==> config.mk <==
export PLATFORM = sky130hd
export DESIGN_NAME = bomb_timer
export DESIGN_NICKNAME = d
export VERILOG_FILES = /design/src/rtl/bomb_timer.sv
export SDC_FILE = /design/constraint.sdc
export NUM_CORES = 1
export LEC_CHECK = 0
export ABC_AREA = 1
export CORE_MARGIN = 4
export CORE_UTILIZATION = 50
export DETAILED_ROUTE_END_ITERATION = 10
export HOLD_SLACK_MARGIN = 0.1
export PLACE_DENSITY = 0.8
export SETUP_SLACK_MARGIN = 0.3
export SYNTH_ARGS = -nofsm -noshare
export SYNTH_HDL_FRONTEND = slang
export SYNTH_SLANG_ARGS = --single-unit
==> constraint.sdc <==
create_clock -name clk -period 2 [get_ports clk]
set_input_delay 0.4 -clock clk [delete_from_list [all_inputs] [get_ports clk]]
set_output_delay 0.4 -clock clk [all_outputs]
set_load 0.005 [all_outputs]
==> src/rtl/bomb_timer.sv <==
// Bomb placement timer: arms a fuse, holds the blast window, then cools down.
// Position is latched at placement and held until the next accepted placement.
module bomb_timer #(
  parameter int unsigned FUSE_TICKS     = 150000000,
  parameter int unsigned BLAST_TICKS    = 25000000,
  parameter int unsigned COOLDOWN_TICKS = 50000000
) (
  input  logic       clk,
  input  logic       resetn,
  input  logic       place,
  input  logic       stunned,
  input  logic [5:0] posX,
  input  logic [5:0] posY,
  output logic [5:0] bombPosX,
  output logic [5:0] bombPosY,
  output logic       bombActive,
  output logic       bombExploded,
  output logic       explodePulse,
  output logic       ready
);

  typedef enum logic [1:0] {
    IDLE,
    ARMED,
    EXPLODE,
    COOLDOWN
  } state_t;

  localparam logic [27:0] FUSE_LOAD  = 28'(FUSE_TICKS - 1);
  localparam logic [27:0] BLAST_LOAD = 28'(BLAST_TICKS - 1);
  localparam logic [27:0] COOL_LOAD  = 28'(COOLDOWN_TICKS - 1);

  state_t      state;
  logic [27:0] cnt;
  logic        place_q;
  logic        primed;
  logic        rise;
  logic        cntZero;

  // The first edge after reset only samples place, so a level
  // already high when reset releases cannot count as a new press.
  assign rise    = place & ~place_q & primed;
  assign cntZero = (cnt == 28'd0);

  // Edge detector history and post-reset priming flag.
  always_ff @(posedge clk or negedge resetn) begin
    if (!resetn) begin
      place_q <= 1'b0;
      primed  <= 1'b0;
    end else begin
      place_q <= place;
      primed  <= 1'b1;
    end
  end

  // Main sequence: placement, fuse, blast window, cooldown.
  always_ff @(posedge clk or negedge resetn) begin
    if (!resetn) begin
      state        <= IDLE;
      cnt          <= 28'd0;
      bombPosX     <= 6'd0;
      bombPosY     <= 6'd0;
      explodePulse <= 1'b0;
    end else begin
      explodePulse <= 1'b0;
      unique case (state)
        IDLE: begin
          if (rise && !stunned) begin
            state    <= ARMED;
            cnt      <= FUSE_LOAD;
            bombPosX <= posX;
            bombPosY <= posY;
          end
        end
        ARMED: begin
          if (cntZero) begin
            state        <= EXPLODE;
            cnt          <= BLAST_LOAD;
            explodePulse <= 1'b1;
          end else begin
            cnt <= cnt - 28'd1;
          end
        end
        EXPLODE: begin
          if (cntZero) begin
            state <= COOLDOWN;
            cnt   <= COOL_LOAD;
          end else begin
            cnt <= cnt - 28'd1;
          end
        end
        COOLDOWN: begin
          if (cntZero) begin
            state <= IDLE;
          end else begin
            cnt <= cnt - 28'd1;
          end
        end
        default: begin
          state <= IDLE;
          cnt   <= 28'd0;
        end
      endcase
    end
  end

  assign bombActive   = (state == ARMED) || (state == EXPLODE);
  assign bombExploded = (state == EXPLODE);
  assign ready        = (state == IDLE);

endmodule

After elaboration in Yosys (flattened, before gate mapping)
Index checks and enable logic that the tools add are counted.

Flip-flop bits (word level): 45. Input port bits: 16. Logic and storage cells: 39.

Add/subtract/negate cells: 1. Equal/unequal tests: 8. Multiplexer cells: 12. Bitwise logic cells: 3. Reductions and logical operators: 8.

Operators with widths (count): two-way mux 28 bit (4); one-hot mux 28 bit (4 select lines) (1); zero test 28 bit (1); subtractor 28 x 1 -> 28 bit (second input constant) (1); two-way mux 2 bit (4); one-hot mux 2 bit (4 select lines) (1); inequality test 2 bit (second input constant) (3); == test 2 bit (second input constant) (2); inequality test 2 x 1 -> 1 bit (second input constant) (2); AND reduction 2 bit (2); AND reduction 4 bit (1); bitwise AND 1 bit (2); == test 2 x 1 -> 1 bit (second input constant) (1); zero test 2 bit (1); two-way mux 1 bit (2); logical AND 1 bit (1); zero test 1 bit (1); logical OR 1 bit (1); NOT 1 bit (1).

Longest topological paths before layout
Gate-level depths: netlist of run 1.

Depth after elaboration: 6. Depth in mapped cells: 13.

Worst setup path before layout of run 1
No wires, ideal clock.

Kind: flip-flop to flip-flop. Start point: register cnt[0]. End point: register cnt[15]. Arrival time: 1604 ps. Data required time: 1882 ps. Slack: 278 ps. Cell stages (with the launch flop): 13. Period minus slack after synthesis: 1722 ps. Cells stage by stage: dfrtp_1 inv_1 ha_1 nand2_1 nor2_1 nand3_2 nor2_8 nand2_8 nand2_8 inv_4 buf_6 nor2_2 a21oi_2.

Longest elaborated chain between the ends: 3.

RTL lines: start: declaration (RTL line 34) `logic [27:0] cnt;`; start signal: assignment (RTL line 81) `cnt <= cnt - 28'd1;`; start signal: assignment (RTL line 89) `cnt <= cnt - 28'd1;`; start signal: assignment (RTL line 96) `cnt <= cnt - 28'd1;`; subtractor 28 x 1 -> 28 bit / zero test 28 bit (equally long branches); two-way mux 28 bit, or another cell as far along (RTL line 93) `if (cntZero) begin`; one-hot mux 28 bit (4 select lines) / AND reduction 2 bit (equally long branches).

Several ways; a longest one is shown, not always the timed one. The select of a mux whose other input is x is not followed. A chain may end at the register's enable or synchronous reset.

Final worst setup path of run 1
Start point: register cnt[0]. End point: register cnt[21].

Same word-level chain as after synthesis.

==> results.md, run 1 <==
- Status: complete, no violations
- Max_cap viols: 0
- Worst skew pair latency: 0.32 ns
- VDD IR-drop max: 0.0003507 V
- CTS Sinks: 45
- Post-layout net count: 528
- Max Freq: 520.2 MHz
- RePlAce Congestion: 0.9727
- Mapped cell area: 3062 µm²
- Setup TNS: 0 ns
- Final WL: 10,600 µm
- Syn nets: 434
- Global-route wire length before repair: 15,700 µm
- Total Routing Usage GR: 26.93%
- First drt pass iteration count: 6
- Cts bufs inserted: 5
- Worst EP arrival: 2.18 ns
- PD cells: 363.8 nW/µm²
- Max FO, Critical Path: 8
- Vias in the first global route: 3,293
- # port buffers: 31
- Mapped Cells: 412
- Area Growth Syn to Fin: 44.42%
- Detailed Place HPWL: 5889 µm
- Clock Skew: 0.01516 ns
- Setup CP Type: reg2reg
- Largest net degree at the start of global routing: 26
- Hold Vio Cnt, Final: 0
- Vias per cell: 5.825
- Final Setup Violations: 0
- Layout cells sized above 1: 38.86%
- Grt ovf: 0
- Leakage power of the design: 2.156 nW
- Initial DRC count: 399
- Full die area: 7439 µm²
- Starting density of the core: 51.71%
- Initial antenna violation count: 0
- CTS tree: yes
- Most frequent cells in the layout: nand2_1, buf_4, inv_1, dfrtp_1, nor2_1
- Die height: 86.25 µm
- CP Data Required Time: 2.26 ns
- Core box area: 5921 µm²
- Flop and latch count out of synthesis: 45
- RSZ-0062 raised after global routing: true
- Drt wl/cell: 18.22 µm
- Commonest non-fill, non-tap cell in the layout: nand2_1
- Register area share after synthesis: 36.78%
- H-tree levels: 2
- Worst-path clk slew: 0.09 ns
- Crit path time final: 1.922 ns
- Antenna Violating Nets Remaining: 0
- Bufs on Longest Clock Path: 2
- Clk root buf: clkbuf_8
- Synth Warn #: 0
- Hold Crit Class: reg2reg
- Residual DRC count: 0
- Crit path capture type: flip-flop
- Util after Layout: 74.68%
- Vias: 3,390
- Die Width: 86.25 µm
- Boundary pin count: 32
- Std-Cell Rows: 28
- Worst Setup Start Kind: flip-flop
- Final Max Tran Viols: 0
- Number of diodes: 0
- Syn avg cell area: 7.431 µm²
- Tcrit/Tclk final: 96.12%
- Unique cell type count in the Yosys netlist: 34
- R2R Setup Slk: 0.08 ns
-- Yosys cell counts --
cell	instances	area share [%]
nand2_1	101	12
nor2_1	61	7.5
inv_1	54	6.6
dfrtp_1	45	37
nand3_1	31	5.1
xor2_1	15	4.3
mux2_2	12	4.4
o21ai_0	12	2.0
a21oi_1	10	1.6
nor2_2	10	2.0
nand4_1	7	1.4
ha_1	6	2.5
nand2_2	5	1.0
nand3b_1	5	1.2
o21ai_2	5	1.4
nor3_1	4	0.65
a21oi_2	3	0.86
inv_2	3	0.37
nand2_8	3	2.0
nor2_4	3	1.1
buf_6	2	0.74
nor4_1	2	0.41
xnor2_1	2	0.57
buf_1	1	0.12
buf_8	1	0.49
clkbuf_1	1	0.12
conb_1	1	0.12
inv_4	1	0.20
inv_6	1	0.29
nand2_4	1	0.37
nand3_2	1	0.33
nor2_8	1	0.65
o211ai_1	1	0.25
o21ai_1	1	0.16
-- registers in the layout (all words and copies together), names as in the netlist --
| signal | cells |
|---|---|
| bombPosX | 6 |
| cnt | 28 |
| primed | 1 |
| bombPosY | 6 |
| explodePulse | 1 |
| place_q | 1 |
| state | 2 |
-- power by group --
| group | total (W) | internal, W | switching, W | leakage, nW |
|---|---|---|---|---|
| Sequential | 0.000912 | 0.000911 | 0.000000595 | 0.541 |
| Clock | 0.000643 | 0.000287 | 0.000356 | 0.0518 |
| Combinational | 0.0000538 | 0.0000302 | 0.0000236 | 1.56 |
-- path summary, 6_finish.rpt --
kind                       cells after the start                    start                      end
setup reg to reg                              13       cnt[0]$_DFFE_PN0P_      cnt[21]$_DFFE_PN0P_
hold reg to reg                                1  bombPosY[4]$_DFFE_PN0P_  bombPosY[4]$_DFFE_PN0P_
setup / recovery                              13       cnt[0]$_DFFE_PN0P_      cnt[21]$_DFFE_PN0P_
max in group asynchronous                      3                   resetn       cnt[6]$_DFFE_PN0P_
min in group asynchronous                      2                   resetn      cnt[24]$_DFFE_PN0P_
hold / removal                                 1  bombPosY[4]$_DFFE_PN0P_  bombPosY[4]$_DFFE_PN0P_
-- metal layers --
metal / wire length (µm) / up-vias / GRT usage [%] / share of wire (%)
li1: - / 1482 / - / -
met1: 3557 / 1552 / 30.81 / 34
met2: 5053 / 266 / 44.78 / 48
met3: 1213 / 90 / 8.555 / 11
met4: 780 / 0 / 14.59 / 7.4
met5: 0 / - / 0 / 0
-- area by class of cell --
type	count	area, µm²
Sequential cell	45	1131
Fill cell	396	1499
Tap cell	75	93.84
Timing Repair Buffer	90	823.3
Inverter	59	251.5
Clock buffer	6	82.58
Timing Repair inverter	2	22.52
Multi-Input combinational cell	303	1999
Clock inverter	2	17.52
-- cell families (layout without fill, tap and decap cells) --
family,after synthesis,after routing,synth area share [%]
flops,45,45,36.78
xor+xnor,17,17,4.863
fa+ha+maj,6,6,2.452
buf+inv,64,159,8.949
other cells,1,1,0.1225
simple gates,235,235,36.13
mux,12,12,4.414
compound gates,32,32,6.294
-- critical path, cell delays in order (launching register included) --
cell      delay, ns
dfrtp_1        0.40
inv_2          0.12
ha_4           0.16
nand2_2        0.08
nor2_2         0.14
nand3_2        0.13
nor2_8         0.19
nand2_8        0.09
buf_12         0.15
nand2_8        0.13
inv_8          0.07
nand3b_1       0.08
nand2_1        0.05
inv_1          0.04
-- repair_timing --
action	CTS	global route
pin swaps	21	13
resized for setup	63	59
setup buffers	28	15
hold endpoints to repair	20	0
cloned	3	0
hold buffers	1	0
setup endpoints to repair	33	33
-- metrics by stage --
stage	hold WS (ns)	area (µm²)	std cells	total power, W	worst slack (ns)
5_1_grt	0.5248	4422	582	0.001679	-0.03296
2_1_floorplan	0.1044	3078	412	0.0009318	0.3081
3_3_place_gp	0.3853	3546	527	0.0009828	0.09600
4_1_cts	0.5152	4116	567	0.001622	0.1630
3_5_place_dp	0.3900	3546	527	0.0009835	0.05920
6_report	0.5143	4422	582	0.001608	0.07755
Power figures use the tool's default switching activity.
==> run 2: changes to the inputs <==
--- a/config.mk
+++ b/config.mk
@@ -7,10 +7,10 @@
 export LEC_CHECK = 0
 export ABC_AREA = 1
 export CORE_MARGIN = 4
-export CORE_UTILIZATION = 50
+export CORE_UTILIZATION = 57
 export DETAILED_ROUTE_END_ITERATION = 10
 export HOLD_SLACK_MARGIN = 0.1
-export PLACE_DENSITY = 0.8
+export PLACE_DENSITY = 0.88
 export SETUP_SLACK_MARGIN = 0.3
 export SYNTH_ARGS = -nofsm -noshare
 export SYNTH_HDL_FRONTEND = slang
==> run 2 against run 1 <==
Effect of this change: the run now ends with negative setup slack left; global-route usage up 11 points; register-to-register slack worse by 0.18 ns; critical path depth down 1; wire length up 33%; critical path type unchanged; largest power group unchanged; highest routed layer is now met5.
==> results.md, run 2 (same netlist as run 1, synthesis figures left out) <==
- CP Data Required Time: 2.20 ns
- Commonest non-fill, non-tap cell in the layout: nand2_1
- Full die area: 6608 µm²
- Worst Setup Start Kind: flip-flop
- Grt ovf: 0
- PD cells: 399.8 nW/µm²
- Vias: 3,769
- Starting density of the core: 59.19%
- Bufs on Longest Clock Path: 2
- P_int: 0.001439 W
- Boundary pin count: 32
- Final Max Tran Viols: 0
- Die Width: 81.29 µm
- VDD IR-drop max: 0.0004915 V
- Final non-filler cell total: 565
- Gate power share: 3.1%
- Setup CP Type: reg2reg
- Final Worst Setup Slack: -0.1048 ns
- Core box area: 5172 µm²
- Most frequent cells in the layout: nand2_1, inv_1, dfrtp_1, nor2_1, buf_4
- Leakage power of the design: 2.186 nW
- Initial DRC count: 675
- Max Freq: 475.1 MHz
- Layout cells sized above 1: 42.42%
- H-tree levels: 2
- Final Setup Violations: 2
- Vias in the first global route: 3,576
- Net Sw Frac: 21.45%
- Largest net degree at the start of global routing: 46
- Global-route wire length before repair: 18,480 µm
- Vias per cell: 6.671
- Sw power: 0.0003928 W
- Initial antenna violation count: 1
- Least-Margin Pin Slew: 0.6209 ns
- Cts bufs inserted: 5
- Hold Vio Cnt, Final: 0
- Power, Total: 0.001832 W
- Max_cap viols: 0
- Max FO, Critical Path: 5
- Residual DRC count: 0
- Biggest register: cnt
- Clock Skew: 0.01517 ns
- Std-Cell Rows: 26
- Detailed Place HPWL: 6002 µm
- Drt wl/cell: 25.00 µm
- Total Routing Usage GR: 37.78%
- Tcrit/Tclk final: 105.2%
- RSZ-0062 raised after global routing: true
- Headroom to the max-slew limit: 58.26%
- Worst skew pair latency: 0.32 ns
- First drt pass iteration count: 7
- Clk root buf: clkbuf_8
- CTS tree: yes
- Worst EP arrival: 2.31 ns
- # port buffers: 31
- Area Growth Syn to Fin: 49.65%
- Placed instance count: 521
- Number of diodes: 0
- Antenna Violating Nets Remaining: 0
- Largest registers: cnt (28), bombPosX (6), bombPosY (6)
- Worst-path clk slew: 0.11 ns
- Failing checks: negative setup slack
- CTS Sinks: 45
- Crit path capture type: flip-flop
- Clk network pwr share: 47.2%
- Max FFs per register: 28
- Crit path time final: 2.105 ns
- Seq pwr share: 49.8%
- Hold Crit Class: reg2reg
- Status: finished with violations
- Post-layout net count: 516
- Final WL: 14,120 µm
- RePlAce Congestion: 0.9494
- Die height: 81.29 µm
-- run 2: cell count changes in the layout (fill, tap and decap cells not counted), sizes merged --
cell,change
bufinv,+2
buf,-13
clkbuf,-2
inv,+1
-- run 2: per-layer routing --
metal / GRT usage [%] / part of all wire [%] / wire length, µm
met2: 61.97 / 44 / 6187
met4: 25.84 / 11 / 1552
met5: 0 / 0.092 / 13
met1: 42.55 / 33 / 4609
met3: 10.20 / 12 / 1761
-- run 2: area by class of cell --
class	instances	area [µm²]
tap	70	87.58
multi-input combinational	303	2161
clock inverter	3	65.06
timing repair inverter	4	50.05
clock buffer	5	68.82
inverter	59	249.0
fill	190	590.6
sequential	45	1135
timing repair buffer	76	765.7
-- run 2: worst paths after layout --
check,from,end,slack (ns),cells after the start
worst max register to register,cnt[1]$_DFFE_PN0P_,cnt[23]$_DFFE_PN0P_,-0.10,12
worst max-delay path,cnt[1]$_DFFE_PN0P_,cnt[23]$_DFFE_PN0P_,-0.10,12
worst min register to register,bombPosX[4]$_DFFE_PN0P_,bombPosX[4]$_DFFE_PN0P_,0.52,1
min in group asynchronous,resetn,cnt[19]$_DFFE_PN0P_,0.59,3
worst min-delay path,bombPosX[4]$_DFFE_PN0P_,bombPosX[4]$_DFFE_PN0P_,0.52,1
max in group asynchronous,resetn,cnt[6]$_DFFE_PN0P_,1.16,3
-- run 2: timing repair --
action,4_1_cts,5_1_grt
gates cloned,5,0
endpoints found under the setup margin,33,34
pin swaps,16,28
hold buffers,1,0
buffers inserted,17,13
hold endpoints to repair,45,0
gates resized for setup,72,94
-- run 2: per-stage QoR --
step	setup TNS (ns)	cell area, µm²	hold slack, ns	util, %	worst slack (ns)
2_1_floorplan	0	3078	0.1044	-	0.3081
3_3_place_gp	0	3545	0.3972	68.53	0.1213
3_5_place_dp	0	3545	0.3985	68.53	0.08953
4_1_cts	0	4145	0.5115	80.14	0.1183
5_1_grt	-0.4048	4582	0.5430	88.58	-0.1461
6_report	-0.1084	4582	0.5243	88.58	-0.1048
-- run 2: power by group through the flow --
stage          Sequential (W)  Combinational [W]  Clock (W)
3_3_place_gp         0.000930          0.0000531          0
5_1_grt              0.000912          0.0000617   0.000883
6_report             0.000912          0.0000564   0.000864
4_1_cts              0.000911          0.0000552   0.000827
2_1_floorplan        0.000930         0.00000208          0
3_5_place_dp         0.000930          0.0000537          0
-- run 2: critical path, stage by stage, from the launching register on --
cell and delay (ns):
dfrtp_1 0.42, buf_4 0.15, nor2_4 0.10, nand2_2 0.12
nor2_4 0.27, buf_4 0.18, nand4_1 0.18, nand2_1 0.14
inv_1 0.06, nand2_1 0.07, nand2_2 0.06, nor2_1 0.14
nor2_1 0.09
==> run 3: changes to the inputs <==
--- a/config.mk
+++ b/config.mk
@@ -12,6 +12,7 @@
 export HOLD_SLACK_MARGIN = 0.1
 export PLACE_DENSITY = 0.88
 export SETUP_SLACK_MARGIN = 0.3
+export SLEW_MARGIN = 20
 export SYNTH_ARGS = -nofsm -noshare
 export SYNTH_HDL_FRONTEND = slang
 export SYNTH_SLANG_ARGS = --single-unit
==> results of run 3 <==
Final layout, timing and power as in run 2 (identical DEF).
